<file path="config.mk">
export PLATFORM = sky130hd
export DESIGN_NAME = uart_rx_buffer_ctrl
export DESIGN_NICKNAME = d
export VERILOG_FILES = /design/src/rtl/uart_pkg.sv /design/src/rtl/uart_rx_buffer_ctrl_if.sv /design/src/rtl/uart_sync_fifo.sv /design/src/rtl/uart_rx_buffer_ctrl.sv
export SDC_FILE = /design/constraint.sdc
export NUM_CORES = 1
export LEC_CHECK = 0
export CAP_MARGIN = 20
export CORE_MARGIN = 10
export CORE_UTILIZATION = 60
export DETAILED_ROUTE_END_ITERATION = 10
export HOLD_SLACK_MARGIN = 0.06
export PLACE_DENSITY = 0.83
export SETUP_SLACK_MARGIN = 0.2
export SLEW_MARGIN = 20
export SYNTH_ARGS = -nofsm -noshare
export SYNTH_HDL_FRONTEND = slang
export SYNTH_HIERARCHICAL = 1
export SYNTH_SLANG_ARGS = --single-unit
export TNS_END_PERCENT = 1
</file>
<file path="constraint.sdc">
create_clock -name i_clk -period 6.7 [get_ports i_clk]
set_clock_uncertainty 0.2 [all_clocks]
set_input_delay 1.005 -clock i_clk [delete_from_list [all_inputs] [get_ports i_clk]]
set_output_delay 1.005 -clock i_clk [all_outputs]
set_load 0.01 [all_outputs]
</file>
<file path="src/rtl/uart_pkg.sv">
// rtl/uart_pkg.sv - shared timeout state encodings and timing formula for the UART receive buffer
package uart_pkg;

    typedef enum logic [1:0] {
        T_IDLE    = 2'd0,
        T_ARMED   = 2'd1,
        T_EXPIRED = 2'd2
    } timeout_state_t;

    // Idle timeout spans four complete frames: start + data + stop bits each.
    function automatic int timeout_cycles(input int data_bits, input int cycles_per_bit);
        return 4 * (data_bits + 2) * cycles_per_bit;
    endfunction

endpackage

</file>
<file path="src/rtl/uart_rx_buffer_ctrl_if.sv">
// rtl/uart_rx_buffer_ctrl_if.sv - push/pop/flush bus between buffer control and circular storage
interface uart_rx_buffer_ctrl_if #(
    parameter int DATA_BITS = 8,
    parameter int ADDR_BITS = 4
);
    logic                 push;
    logic [DATA_BITS-1:0] push_data;
    logic                 pop;
    logic                 flush;
    logic [DATA_BITS-1:0] pop_data;

    modport master (
        output push, push_data, pop, flush,
        input  pop_data
    );

    modport slave (
        input  push, push_data, pop, flush,
        output pop_data
    );
endinterface

</file>
<file path="src/rtl/uart_sync_fifo.sv">
// rtl/uart_sync_fifo.sv - circular storage with wrapping read/write pointers; caller qualifies push/pop
module uart_sync_fifo #(
    parameter int DATA_BITS  = 8,
    parameter int DEPTH_LOG2 = 4
) (
    input  logic                    i_clk,
    input  logic                    i_rst_n,
    uart_rx_buffer_ctrl_if.slave    bus
);
    localparam int DEPTH = 1 << DEPTH_LOG2;
    localparam logic [DEPTH_LOG2-1:0] PTR_ONE = {{(DEPTH_LOG2-1){1'b0}}, 1'b1};

    logic [DATA_BITS-1:0]  mem [DEPTH];
    logic [DEPTH_LOG2-1:0] wr_ptr;
    logic [DEPTH_LOG2-1:0] rd_ptr;

    always_ff @(posedge i_clk) begin
        if (!i_rst_n) begin
            wr_ptr <= '0;
            rd_ptr <= '0;
        end else if (bus.flush) begin
            wr_ptr <= '0;
            rd_ptr <= '0;
        end else begin
            if (bus.push) wr_ptr <= wr_ptr + PTR_ONE;
            if (bus.pop)  rd_ptr <= rd_ptr + PTR_ONE;
        end
    end

    // Storage is not reset; the occupancy count hides stale entries.
    always_ff @(posedge i_clk) begin
        if (i_rst_n && !bus.flush && bus.push) begin
            mem[wr_ptr] <= bus.push_data;
        end
    end

    assign bus.pop_data = mem[rd_ptr];

endmodule

</file>
<file path="src/rtl/uart_rx_buffer_ctrl.sv">
// rtl/uart_rx_buffer_ctrl.sv - UART receive buffer: occupancy, overrun and optional idle timeout (UART_RX_TIMEOUT_EN)
module uart_rx_buffer_ctrl
    import uart_pkg::*;
#(
    parameter int DATA_BITS      = 8,
    parameter int DEPTH_LOG2     = 4,
    parameter int CYCLES_PER_BIT = 5208
) (
    input  logic                  i_clk,
    input  logic                  i_rst_n,
    input  logic                  i_rx_strobe,
    input  logic [DATA_BITS-1:0]  i_rx_data,
    input  logic                  i_rx_busy,
    output logic                  o_valid,
    output logic [DATA_BITS-1:0]  o_data,
    input  logic                  i_ready,
    output logic [DEPTH_LOG2:0]   o_count,
    input  logic                  i_flush,
    output logic                  o_overrun,
    input  logic                  i_clr_overrun,
    output logic                  o_timeout
);
    localparam logic [DEPTH_LOG2:0] FULL_COUNT = {1'b1, {DEPTH_LOG2{1'b0}}};
    localparam logic [DEPTH_LOG2:0] COUNT_ONE  = {{DEPTH_LOG2{1'b0}}, 1'b1};
    localparam int TIMEOUT_CYCLES = timeout_cycles(DATA_BITS, CYCLES_PER_BIT);

    logic [DEPTH_LOG2:0] count;
    logic                overrun;
    logic                empty;
    logic                full;
    logic                do_pop;
    logic                do_push;
    logic                drop;

    uart_rx_buffer_ctrl_if #(.DATA_BITS(DATA_BITS), .ADDR_BITS(DEPTH_LOG2)) fifo_bus ();

    uart_sync_fifo #(.DATA_BITS(DATA_BITS), .DEPTH_LOG2(DEPTH_LOG2)) u_fifo (
        .i_clk   (i_clk),
        .i_rst_n (i_rst_n),
        .bus     (fifo_bus.slave)
    );

    assign empty = (count == '0);
    assign full  = (count == FULL_COUNT);

    // A pop frees a slot in the same cycle, so a full buffer still accepts a word alongside it.
    assign do_pop  = !i_flush && !empty && i_ready;
    assign do_push = !i_flush && i_rx_strobe && (!full || do_pop);
    assign drop    = !i_flush && i_rx_strobe && full && !do_pop;

    assign fifo_bus.push      = do_push;
    assign fifo_bus.push_data = i_rx_data;
    assign fifo_bus.pop       = do_pop;
    assign fifo_bus.flush     = i_flush;

    always_ff @(posedge i_clk) begin
        if (!i_rst_n) begin
            count   <= '0;
            overrun <= 1'b0;
        end else begin
            if (i_flush)                count <= '0;
            else if (do_push && !do_pop) count <= count + COUNT_ONE;
            else if (do_pop && !do_push) count <= count - COUNT_ONE;

            if (drop)               overrun <= 1'b1;
            else if (i_clr_overrun) overrun <= 1'b0;
        end
    end

    assign o_valid   = !empty;
    assign o_data    = fifo_bus.pop_data;
    assign o_count   = count;
    assign o_overrun = overrun;

`ifdef UART_RX_TIMEOUT_EN
    localparam int TW = $clog2(TIMEOUT_CYCLES + 1);

    timeout_state_t        t_state, t_state_next;
    logic [TW-1:0]         t_cnt, t_cnt_next;
    logic                  t_kick;

    assign t_kick = do_push || do_pop || i_flush || i_rx_busy || empty;

    always_ff @(posedge i_clk) begin
        if (!i_rst_n) begin
            t_state <= T_IDLE;
            t_cnt   <= '0;
        end else begin
            t_state <= t_state_next;
            t_cnt   <= t_cnt_next;
        end
    end

    always_comb begin
        t_state_next = t_state;
        t_cnt_next   = t_cnt;
        if (t_kick) begin
            t_state_next = T_IDLE;
        end else begin
            case (t_state)
                T_IDLE: begin
                    t_state_next = T_ARMED;
                    t_cnt_next   = TW'(TIMEOUT_CYCLES - 1);
                end
                T_ARMED: begin
                    if (t_cnt == '0) t_state_next = T_EXPIRED;
                    else             t_cnt_next   = t_cnt - TW'(1);
                end
                T_EXPIRED: t_state_next = T_EXPIRED;
                default:   t_state_next = T_IDLE;
            endcase
        end
    end

    assign o_timeout = (t_state == T_EXPIRED);
`else
    logic unused_timeout_cfg;
    assign unused_timeout_cfg = i_rx_busy ^ (TIMEOUT_CYCLES == 0);
    assign o_timeout = 1'b0;
`endif

endmodule

</file>
======== Yosys cells after proc, flatten, opt, wreduce, memory -nomap -nowiden ========
Memories as Yosys holds them, arrays and structs flattened. A register that Yosys moved wholly into a read port is not among the register bits.
Cells that the tools add are included.
word-level totals
  bits in registers ....................... 14
  memory bits (writable) .................. 128
  input port bits ......................... 15
  output and inout port bits .............. 16
  word-level logic and storage cells ...... 39
  memories ................................ 1
memory list
  memory      depth  width  read ports  clocked after memory_dff  wr ports  line                  source
  u_fifo.mem  16     8      1           1                         1         uart_sync_fifo.sv:13  logic [DATA_BITS-1:0] mem [DEPTH];
cells by class
  add/subtract/negate cells ............... 4
  equal/unequal tests ..................... 1
  mux-type cells .......................... 8
  bitwise operators ....................... 1
  reduce and logical (&&, ||, !) cells .... 20
operator list
  cell                                               number
  logical AND 1 bit                                  10
  2-to-1 mux 5 bit                                   2
  adder 4 x 1 -> 4 bit (second input constant)       2
  2-to-1 mux 4 bit                                   2
  adder 5 x 1 -> 5 bit (second input constant)       1
  == test 5 bit (second input constant)              1
  logical NOT 1 bit                                  5
  logical NOT 5 bit                                  1
  subtractor 5 x 1 -> 5 bit (second input constant)  1
  2-to-1 mux 1 bit                                   4
  nonzero test 2 bit                                 2
  OR reduction 2 bit                                 1
  logical OR 1 bit                                   1
  NOT 1 bit                                          1

======== Longest topological paths before layout ========
Gate-level depths: netlist of run 1.
  depth in word-level cells ............... 10
  gate-level depth with buffers ........... 10
  mapped depth without buffers ............ 10

======== Hierarchy ========
Netlist of run 1, hierarchy kept.
modules (own cells, without submodules)
  module               instances  cells each  area each (sq um)  seq. area each (sq um)
  uart_sync_fifo       1          267         5447.7             4083.9
  uart_rx_buffer_ctrl  1          51          450.4              120.1

======== Worst setup path before layout of run 1 ========
Ideal clock, no wire load.
  path kind ............................... input to register
  start point ............................. in i_flush
  end point ............................... reg count[4], in the netlist o_count[4]
  data arrival time ....................... 2.826 ns
  required time ........................... 6.377 ns
  slack ................................... 3.551 ns
  cell stages on the path ................. 10
  path buffers ............................ 0
  cell sequence ........................... nand2b_1 -> a21oi_1 -> inv_1 -> ha_1 -> inv_1 -> ha_1 -> a21oi_1 -> a211oi_1 -> a31oi_1 -> mux2_1
between the ends
  longest elaborated chain between the ends .. 8
RTL lines
  item                               line                       source
  start, declared                    uart_rx_buffer_ctrl.sv:18  input logic i_flush,
  logical NOT 1 bit *                uart_rx_buffer_ctrl.sv:47  assign do_pop = !i_flush && !empty && i_ready;
  logical AND 1 bit * (2 in series)  uart_rx_buffer_ctrl.sv:47
  net do_pop                         uart_rx_buffer_ctrl.sv:31  logic do_pop;
  logical OR 1 bit                   uart_rx_buffer_ctrl.sv:48  assign do_push = !i_flush && i_rx_strobe && (!full || do_pop);
  logical AND 1 bit                  uart_rx_buffer_ctrl.sv:48
  logical NOT 1 bit                  uart_rx_buffer_ctrl.sv:63  else if (do_pop && !do_push) count <= count - COUNT_ONE;
  logical AND 1 bit                  uart_rx_buffer_ctrl.sv:63
  nonzero test 2 bit (no line)       --
  end signal, assigned               uart_rx_buffer_ctrl.sv:62  else if (do_push && !do_pop) count <= count + COUNT_ONE;
  end signal, assigned               uart_rx_buffer_ctrl.sv:63
  end, declared                      uart_rx_buffer_ctrl.sv:27  logic [DEPTH_LOG2:0] count;
The timed path passes the listed nets; every way through them passes the cells marked *.
A chain may end at the register's enable or synchronous reset.

==> flow_summary.yaml, run 1 <==
global_routing:
  grt_max_degree: 33
  grt_pass1_vias: 3224
  antenna_found_initial: 0
  grt_first_pass_wirelength_um: 18500
  track_usage: 0.173
  grt-ovfl-total: 0
cts:
  postCtsSetupBuffers: 0
  cts_tree: "yes"
  htree_levels: 4
  ctsResizeCount: 0
  cts_root_buffer: "clkbuf_8"
  clk_pin_slew_ns: 0.06
  clockBufferDepth: 2
  cts_hold_buf: 0
  cts_made_buffers: 17
  clk_latency_ns: 0.52
  cts_sinks: 146
hold_path:
  hp-class: "register to register"
placement:
  routabilityCongestion: 0.761
  port_buffers: 28
  place_ws_ns: 2.72
  post-dp-hpwl_um: 6840
power:
  p_leak_nw: 2.18
  ir_worst_vdd_mv: 0.233
  p_per_area_nw_per_um2: 287
  p_total_mw: 1.95
logic_synthesis:
  yosys_register_bits: 146
  ys_seq_area_frac: 0.713
  synth_warnings: 6
  async_flop_share: 0
  synth_cell_types: 39
  syn_nets: 344
  avgSynthCellArea_sq_um: 18.5
  synthCells: 318
  synth_flop_cell: "edfxtp_1"
  syn_area_sq_um: 5900
  synth-edff-count: 128
die:
  die_x_um: 119
  rows: 36
  die-area_sq_um: 14200
  start_util: 0.609
  num_io_pins: 31
  die_y_um: 119
  core-area_sq_um: 9680
timing:
  hold_viol: 0
  rsz0062_at_grt: "false"
  fmax_mhz: 240
  worst_slew_pin_slew_ns: 0.983
  tns_ns: 0
  worst_slack_ns: 2.54
  fin_crit_ns: 4.16
  hold_slack_ns: 0.351
  slew_viol_final: 0
  finalSetupViolCount: 0
  max-slew-margin-rel: 0.342
  final.period_utilization: 0.622
finish:
  utilization: 0.701
  final_cell_mix: "128 x edfxtp_1, 33 x nor2_1, 28 x clkdlybuf4s50_1"
  num-fill-cells: 590
  multi_input_area_sq_um: 1560
  syn2layout_area_growth_pct: 15.1
  regArea_sq_um: 4210
  layout_commonest_cell: "edfxtp_1"
  n_antenna_cell: 0
  final_nets: 376
  drive_gt1_frac: 0.144
critical_path:
  cp.required_ns: 5.49
  crit_arrival_ns: 2.96
  startpoint_type: "register"
  cp_max_fo: 32
  critPathCaptureType: "output port"
  crit_type: "register to output port"
drt:
  drt-initial-drc-count: 405
  avgViaCountPerCell: 6.31
  wl_um: 11800
  via_count: 3124
  ant_nets: 0
  wl_per_cell_um: 23.7
  drc: 0
  dr.pass1.iters: 5
job:
  cap_violations: 0
outcome:
  status: "complete, no violations"
==> cell usage after synthesis (all sizes together) (2+ instances only) <==
master	number	area, sq um
clkdlybuf4s25	3	30.0
ha	10	125
xnor2	3	26.3
nand2	17	63.8
a21oi	4	20.0
nand3b	2	15.0
mux2i	3	30.0
clkbuf	2	7.51
nand4	2	12.5
edfxtp	128	3840
buf	10	80.1
nor2b	3	18.8
nand3	3	15.0
mux4	32	773
dfxtp	18	360
inv	5	18.8
nor2	33	124
xor2	5	43.8
nand2b	3	26.3
nor3b	2	15.0
a22oi	16	120
==> kinds of logic (layout without fill, tap and decap cells) <==
group,after synthesis,count (layout),synth area share
AO/OA/AOI/OAI,25,25,0.0299
XOR/XNOR,8,8,0.0119
adder cells (fa/ha/maj),11,11,0.0246
buffers and inverters,20,64,0.0231
flip-flops,146,146,0.713
multiplexers,36,36,0.138
other,1,1,0.000636
AND/OR/NAND/NOR,71,71,0.0590
==> report_power, final <==
part / internal, mW / leakage [nW] / total, mW / switching (mW)
Clock: 0.524 / 0.259 / 0.872 / 0.348
Sequential: 0.992 / 1.30 / 1.00 / 0.00798
Combinational: 0.0377 / 0.622 / 0.0777 / 0.0400
==> per-stage QoR <==
stage               instance area [sq um]  std cells
finish                               6790        495
global route                         6790        495
CTS                                  6790        495
detailed placement                   6230        464
global placement                     6230        464
floorplan                            5900        318
==> worst max-delay path: stages, from the launching register on <==
cell	delay, ns
dfxtp_4	0.74
mux4_1	0.71
a22oi_1	0.36
nand2_1	0.10
clkdlybuf4s50_1	0.50
==> sequential cells by signal (all words and copies together), names as in the netlist, named ones only <==
register       flops
u_fifo/mem       128
o_count            5
u_fifo/rd_ptr      4
u_fifo/wr_ptr      4
o_overrun          1
==> metal layers <==
layer  vias to the layer above  GRT usage  part of all wire
li1                       1332          -                 -
met1                      1568      0.218              0.41
met2                       190      0.264              0.49
met3                        34     0.0557             0.079
met4                         0     0.0878             0.027
met5                         -          0                 0
==> layout make-up <==
cell class,instances,share of cell area
flip-flops and latches,146,0.620
multi-input cells,152,0.229
clock buffers,17,0.0610
repair buffers,28,0.0413
well taps,133,0.0245
clock inverters,14,0.0210
inverters,5,0.00276
==> worst paths after layout <==
check                             endpoint  depth (start not counted)  slack, ns                           from
max                              o_data[2]                          4       2.54                       register
min          u_fifo/rd_ptr[3]$_SDFFE_PP0P_                          2       0.35  u_fifo/rd_ptr[3]$_SDFFE_PP0P_
max reg2reg        o_count[4]$_SDFFE_PP0P_                         10       3.73        o_count[2]$_SDFFE_PP0P_
min reg2reg  u_fifo/rd_ptr[3]$_SDFFE_PP0P_                          2       0.35  u_fifo/rd_ptr[3]$_SDFFE_PP0P_
No activity file was read; power rests on OpenSTA's default activity.
==> run 2, diff against run 1 <==
Settings changed: CORE_UTILIZATION 60 to 59, PLACE_DENSITY 0.83 to 0.82.
Clock period 6.7 ns to 4.15 ns, I/O delays scaled along.
==> run 2 against run 1 <==
  * Total power is 64% higher
  * Cell count is 3.6% higher
  * Count of clock-buffer cells in the layout is 1 higher
  * Non-clock buffer count is 17 higher
  * Highest routed layer unchanged
==> flow_summary.yaml, run 2 (synthesized netlist as in run 1, its figures left out) <==
outcome:
  status: "complete, no violations"
global_routing:
  grt_first_pass_wirelength_um: 18500
  grt-ovfl-total: 0
  antenna_found_initial: 0
  track_usage: 0.173
  grt_max_degree: 33
  grt_pass1_vias: 3201
cts:
  cts_sinks: 146
  cts_root_buffer: "clkbuf_8"
  postCtsSetupBuffers: 0
  clockBufferDepth: 2
  cts_tree: "yes"
  cts_made_buffers: 17
  ctsResizeCount: 0
  htree_levels: 4
  clk_pin_slew_ns: 0.06
  cts_hold_buf: 0
  clk_latency_ns: 0.51
finish:
  drive_gt1_frac: 0.182
  regMostFlops: "u_fifo/mem"
  layout_commonest_cell: "edfxtp_1"
  num-fill-cells: 622
  final_nets: 393
  largest_reg_flops: 128
  final_cell_mix: "128 x edfxtp_1, 33 x nor2_1, 28 x clkdlybuf4s50_1"
  syn2layout_area_growth_pct: 17.7
  n_antenna_cell: 0
die:
  die_y_um: 120
  num_io_pins: 31
  die-area_sq_um: 14400
  core-area_sq_um: 9770
  start_util: 0.603
  rows: 36
  die_x_um: 120
critical_path:
  crit_path_max_incr_delay_ns: 0.63
  startpoint_type: "register"
  crit_path_end: "o_data[2]"
  worstPathCellList: "buf_12, mux4_1, a22oi_1, nand2_1, clkdlybuf4s50_1"
  cp_top_family: "buffers and inverters"
  crit_type: "register to output port"
  crit_buf_inv: 2
  reg2regPathDepth: 10
  crit_cells: 5
  reg2reg_slack_ns: 1.16
  cp_slowest_cell: "dfxtp_2"
  crit_arrival_ns: 2.95
  cp.required_ns: 3.33
  critPathCaptureType: "output port"
  cp_max_fo: 20
  r2r-end: "o_count[4]$_SDFFE_PP0P_"
  reg2reg_from: "o_count[2]$_SDFFE_PP0P_"
drt:
  avgViaCountPerCell: 5.98
  drc: 0
  drt-initial-drc-count: 370
  wl_met3_um: 852
  wl_per_cell_um: 23.0
  dr.pass1.iters: 4
  ant_nets: 0
  wl_um: 11800
  via_count: 3067
  dr_wl_met2_um: 5920
  met1_length_um: 4810
  maxUsedRoutingLayer: "met4"
timing:
  hold_slack_ns: 0.354
  fmax_mhz: 265
  tns_ns: 0
  slew_viol_final: 0
  finalSetupViolCount: 0
  fin_crit_ns: 3.78
  rsz0062_at_grt: "false"
  hold_viol: 0
  max-slew-margin-rel: 0.400
  worst_slew_pin_slew_ns: 0.896
  final.period_utilization: 0.910
hold_path:
  hp-class: "register to register"
power:
  p_comb_frac: 0.041
  power_switching_uw: 663
  p_clk_frac: 0.454
  switching_share: 0.208
  ir_worst_vdd_mv: 0.265
  power.internal_mw: 2.53
  p_leak_nw: 2.28
  p_total_mw: 3.19
  p_per_area_nw_per_um2: 459
  pwr-share-seq: 0.505
placement:
  post-dp-hpwl_um: 7300
  port_buffers: 28
  routabilityCongestion: 0.731
job:
  cap_violations: 0
[run 2: cell types whose count changed in the layout (fill, tap and decap cells not counted)]
cell | previous run | this run
buf_4 | 0 | 16
inv_6 | 0 | 3
clkinv_2 | 3 | 1
buf_12 | 0 | 1
clkbuf_1 | 0 | 1
clkinv_1 | 1 | 0
dfxtp_1 | 16 | 17
dfxtp_4 | 1 | 0
[run 2: through the flow]
step / area, sq um / setup WS, ns / cells / util
final: 6940 / 0.374 / 513 / 0.710
after CTS: 6940 / 0.334 / 513 / 0.710
after global routing: 6940 / 0.206 / 513 / 0.710
after floorplan: 5900 / 1.38 / 318 / -
after global placement: 6370 / 0.645 / 481 / 0.652
after detailed placement: 6370 / 0.531 / 481 / 0.652
[run 2: final cells by class]
type                            instances  area (sq um)  share of cell area
Sequential cell                       146          4210               0.606
Clock buffer                           18           418              0.0602
Multi-Input combinational cell        152          1560               0.224
Clock inverter                         14           155              0.0224
Tap cell                              133           166              0.0240
Inverter                                5          18.8             0.00270
Timing Repair Buffer                   45           420              0.0606
[run 2: how the worst min path moves through the flow]
stage	startpoint	end	cells after the start
after floorplan	u_fifo/rd_ptr[3]$_SDFFE_PP0P_	register	2
after global placement	u_fifo/rd_ptr[3]$_SDFFE_PP0P_	u_fifo/rd_ptr[3]$_SDFFE_PP0P_	2
after detailed placement	u_fifo/rd_ptr[3]$_SDFFE_PP0P_	u_fifo/rd_ptr[3]$_SDFFE_PP0P_	2
after CTS	u_fifo/rd_ptr[3]$_SDFFE_PP0P_	register	2
after global routing	u_fifo/rd_ptr[3]$_SDFFE_PP0P_	register	2
final	u_fifo/rd_ptr[3]$_SDFFE_PP0P_	register	2
[run 2: power groups by stage]
stage          Sequential (mW)  Clock (mW)  Combinational [mW]
2_1_floorplan             1.64           0              0.0723
3_3_place_gp              1.64           0               0.125
3_5_place_dp              1.64           0               0.130
4_1_cts                   1.61        1.47               0.132
5_1_grt                   1.61        1.54               0.144
6_report                  1.61        1.45               0.131
[run 2: routing by layer]
layer	vias up	global-route usage
met2	139	0.271
met4	0	0.0641
li1	1364	-
met1	1546	0.220
met5	-	0
met3	18	0.0577
[run 2: worst reg2reg max path, cell delays in order (launching register included)]
cell and delay [ns]:
dfxtp_1 0.36, nor4_4 0.34, nand3_1 0.14, and3b_1 0.33, ha_1 0.26, inv_1 0.15, ha_1 0.29, a21oi_1 0.19
a211oi_1 0.10, a31oi_1 0.17, mux2_1 0.35
==> run 3, diff against run 2 <==
Settings changed: CORE_UTILIZATION 59 to 60, PLACE_DENSITY 0.82 to 0.83.
Clock period 4.15 ns to 4.7 ns, I/O delays scaled along.
==> run 3 against run 2 <==
  * Final area fell by 1.4%
  * Worst setup slack improved by 0.35 ns
  * Clock power fell by 8%
==> flow_summary.yaml, run 3 (synthesized netlist as in run 1, its figures left out) <==
finish:
  final_nets: 379
  layout_commonest_cell: "edfxtp_1"
  syn2layout_area_growth_pct: 16.1
  layout.cells.non_filler: 498
  largest_reg_flops: 128
  drive_gt1_frac: 0.151
  regMostFlops: "u_fifo/mem"
  utilization: 0.707
  num-fill-cells: 577
  n_antenna_cell: 0
  final_cell_mix: "128 x edfxtp_1, 33 x nor2_1, 28 x clkdlybuf4s50_1"
timing:
  worst_slew_pin_slew_ns: 1.04
  fmax_mhz: 252
  final.period_utilization: 0.845
  rsz0062_at_grt: "false"
  slew_viol_final: 0
  hold_viol: 0
  worst_slack_ns: 0.729
  max-slew-margin-rel: 0.301
  hold_slack_ns: 0.331
  finalSetupViolCount: 0
  fin_crit_ns: 3.97
  tns_ns: 0
critical_path:
  reg2regPathDepth: 10
  cp_max_fo: 17
  reg2reg_from: "o_count[2]$_SDFFE_PP0P_"
  crit_type: "register to output port"
  cp.required_ns: 3.80
  critPathCaptureType: "output port"
  startpoint_type: "register"
  crit_arrival_ns: 3.07
global_routing:
  antenna_found_initial: 0
  grt_max_degree: 33
  track_usage: 0.178
  grt_pass1_vias: 3208
  grt_first_pass_wirelength_um: 18900
  grt-ovfl-total: 0
cts:
  postCtsSetupBuffers: 0
  cts_made_buffers: 17
  clk_latency_ns: 0.52
  clk_pin_slew_ns: 0.06
  cts_root_buffer: "clkbuf_8"
  htree_levels: 4
  cts_sinks: 146
  cts_hold_buf: 0
  cts_tree: "yes"
  clockBufferDepth: 2
  ctsResizeCount: 0
placement:
  routabilityCongestion: 0.771
  place_inst: 467
  place_ws_ns: 0.991
  port_buffers: 28
  post-dp-hpwl_um: 7010
drt:
  drt-initial-drc-count: 311
  via_count: 3112
  avgViaCountPerCell: 6.25
  wl_um: 11900
  dr.pass1.iters: 5
  wl_per_cell_um: 23.8
  ant_nets: 0
  drc: 0
outcome:
  status: "complete, no violations"
power:
  p_leak_nw: 2.21
  p_per_area_nw_per_um2: 419
  ir_worst_vdd_mv: 0.317
hold_path:
  hp-class: "register to register"
  hold_depth: 2
  holdCritStartpoint: "u_fifo/rd_ptr[3]$_SDFFE_PP0P_"
die:
  rows: 36
  core-area_sq_um: 9680
  num_io_pins: 31
  die_x_um: 119
  start_util: 0.609
  die-area_sq_um: 14200
  die_y_um: 119
job:
  cap_violations: 0
-- run 3: cell types whose count changed in the layout (fill, tap and decap cells not counted) --
cell / change
buf_12: -1
bufinv_16: +1
clkinvlp_4: -1
clkinv_2: -1
buf_4: -13
clkinv_4: +1
clkbuf_1: -1
-- run 3: routing by layer --
| metal | track usage | up-vias | wire (um) |
|---|---|---|---|
| met1 | 0.217 | 1590 | 4660 |
| met5 | 0 | - | 0 |
| met4 | 0.0771 | 0 | 232 |
| li1 | - | 1336 | - |
| met3 | 0.0524 | 21 | 910 |
| met2 | 0.290 | 165 | 6050 |
-- run 3: final cells by class --
type                    instances  area (sq um)  share of cell area
clock buffers                  17           414              0.0605
multi-input cells             152          1560               0.228
flip-flops and latches        146          4210               0.614
inverters                       5          18.8             0.00274
well taps                     133           166              0.0243
repair buffers                 31           303              0.0442
clock inverters                14           181              0.0265
-- run 3: report_power, final --
group	switching (mW)	internal (mW)	total, mW
Sequential	0.00908	1.41	1.42
Clock	0.521	0.812	1.33
Combinational	0.0594	0.0543	0.114
Total	0.589	2.28	2.87
-- run 3: worst max-delay path: stages, from the launching register on --
cell and delay (ns):
dfxtp_2 0.70, buf_4 0.31, mux4_1 0.60, a22oi_1 0.32, nand2_1 0.09, clkdlybuf4s50_1 0.50
-- run 3: through the flow --
stage	power, mW	cell area [sq um]
2_1_floorplan	1.51	5900
3_3_place_gp	1.56	6250
3_5_place_dp	1.56	6250
4_1_cts	2.89	6850
5_1_grt	2.96	6850
6_report	2.87	6850
-- run 3: final timing paths --
check	to	slack [ns]
max	o_data[3]	0.73
min	u_fifo/rd_ptr[3]$_SDFFE_PP0P_	0.33
max reg2reg	o_count[4]$_SDFFE_PP0P_	1.68
min reg2reg	u_fifo/rd_ptr[3]$_SDFFE_PP0P_	0.33
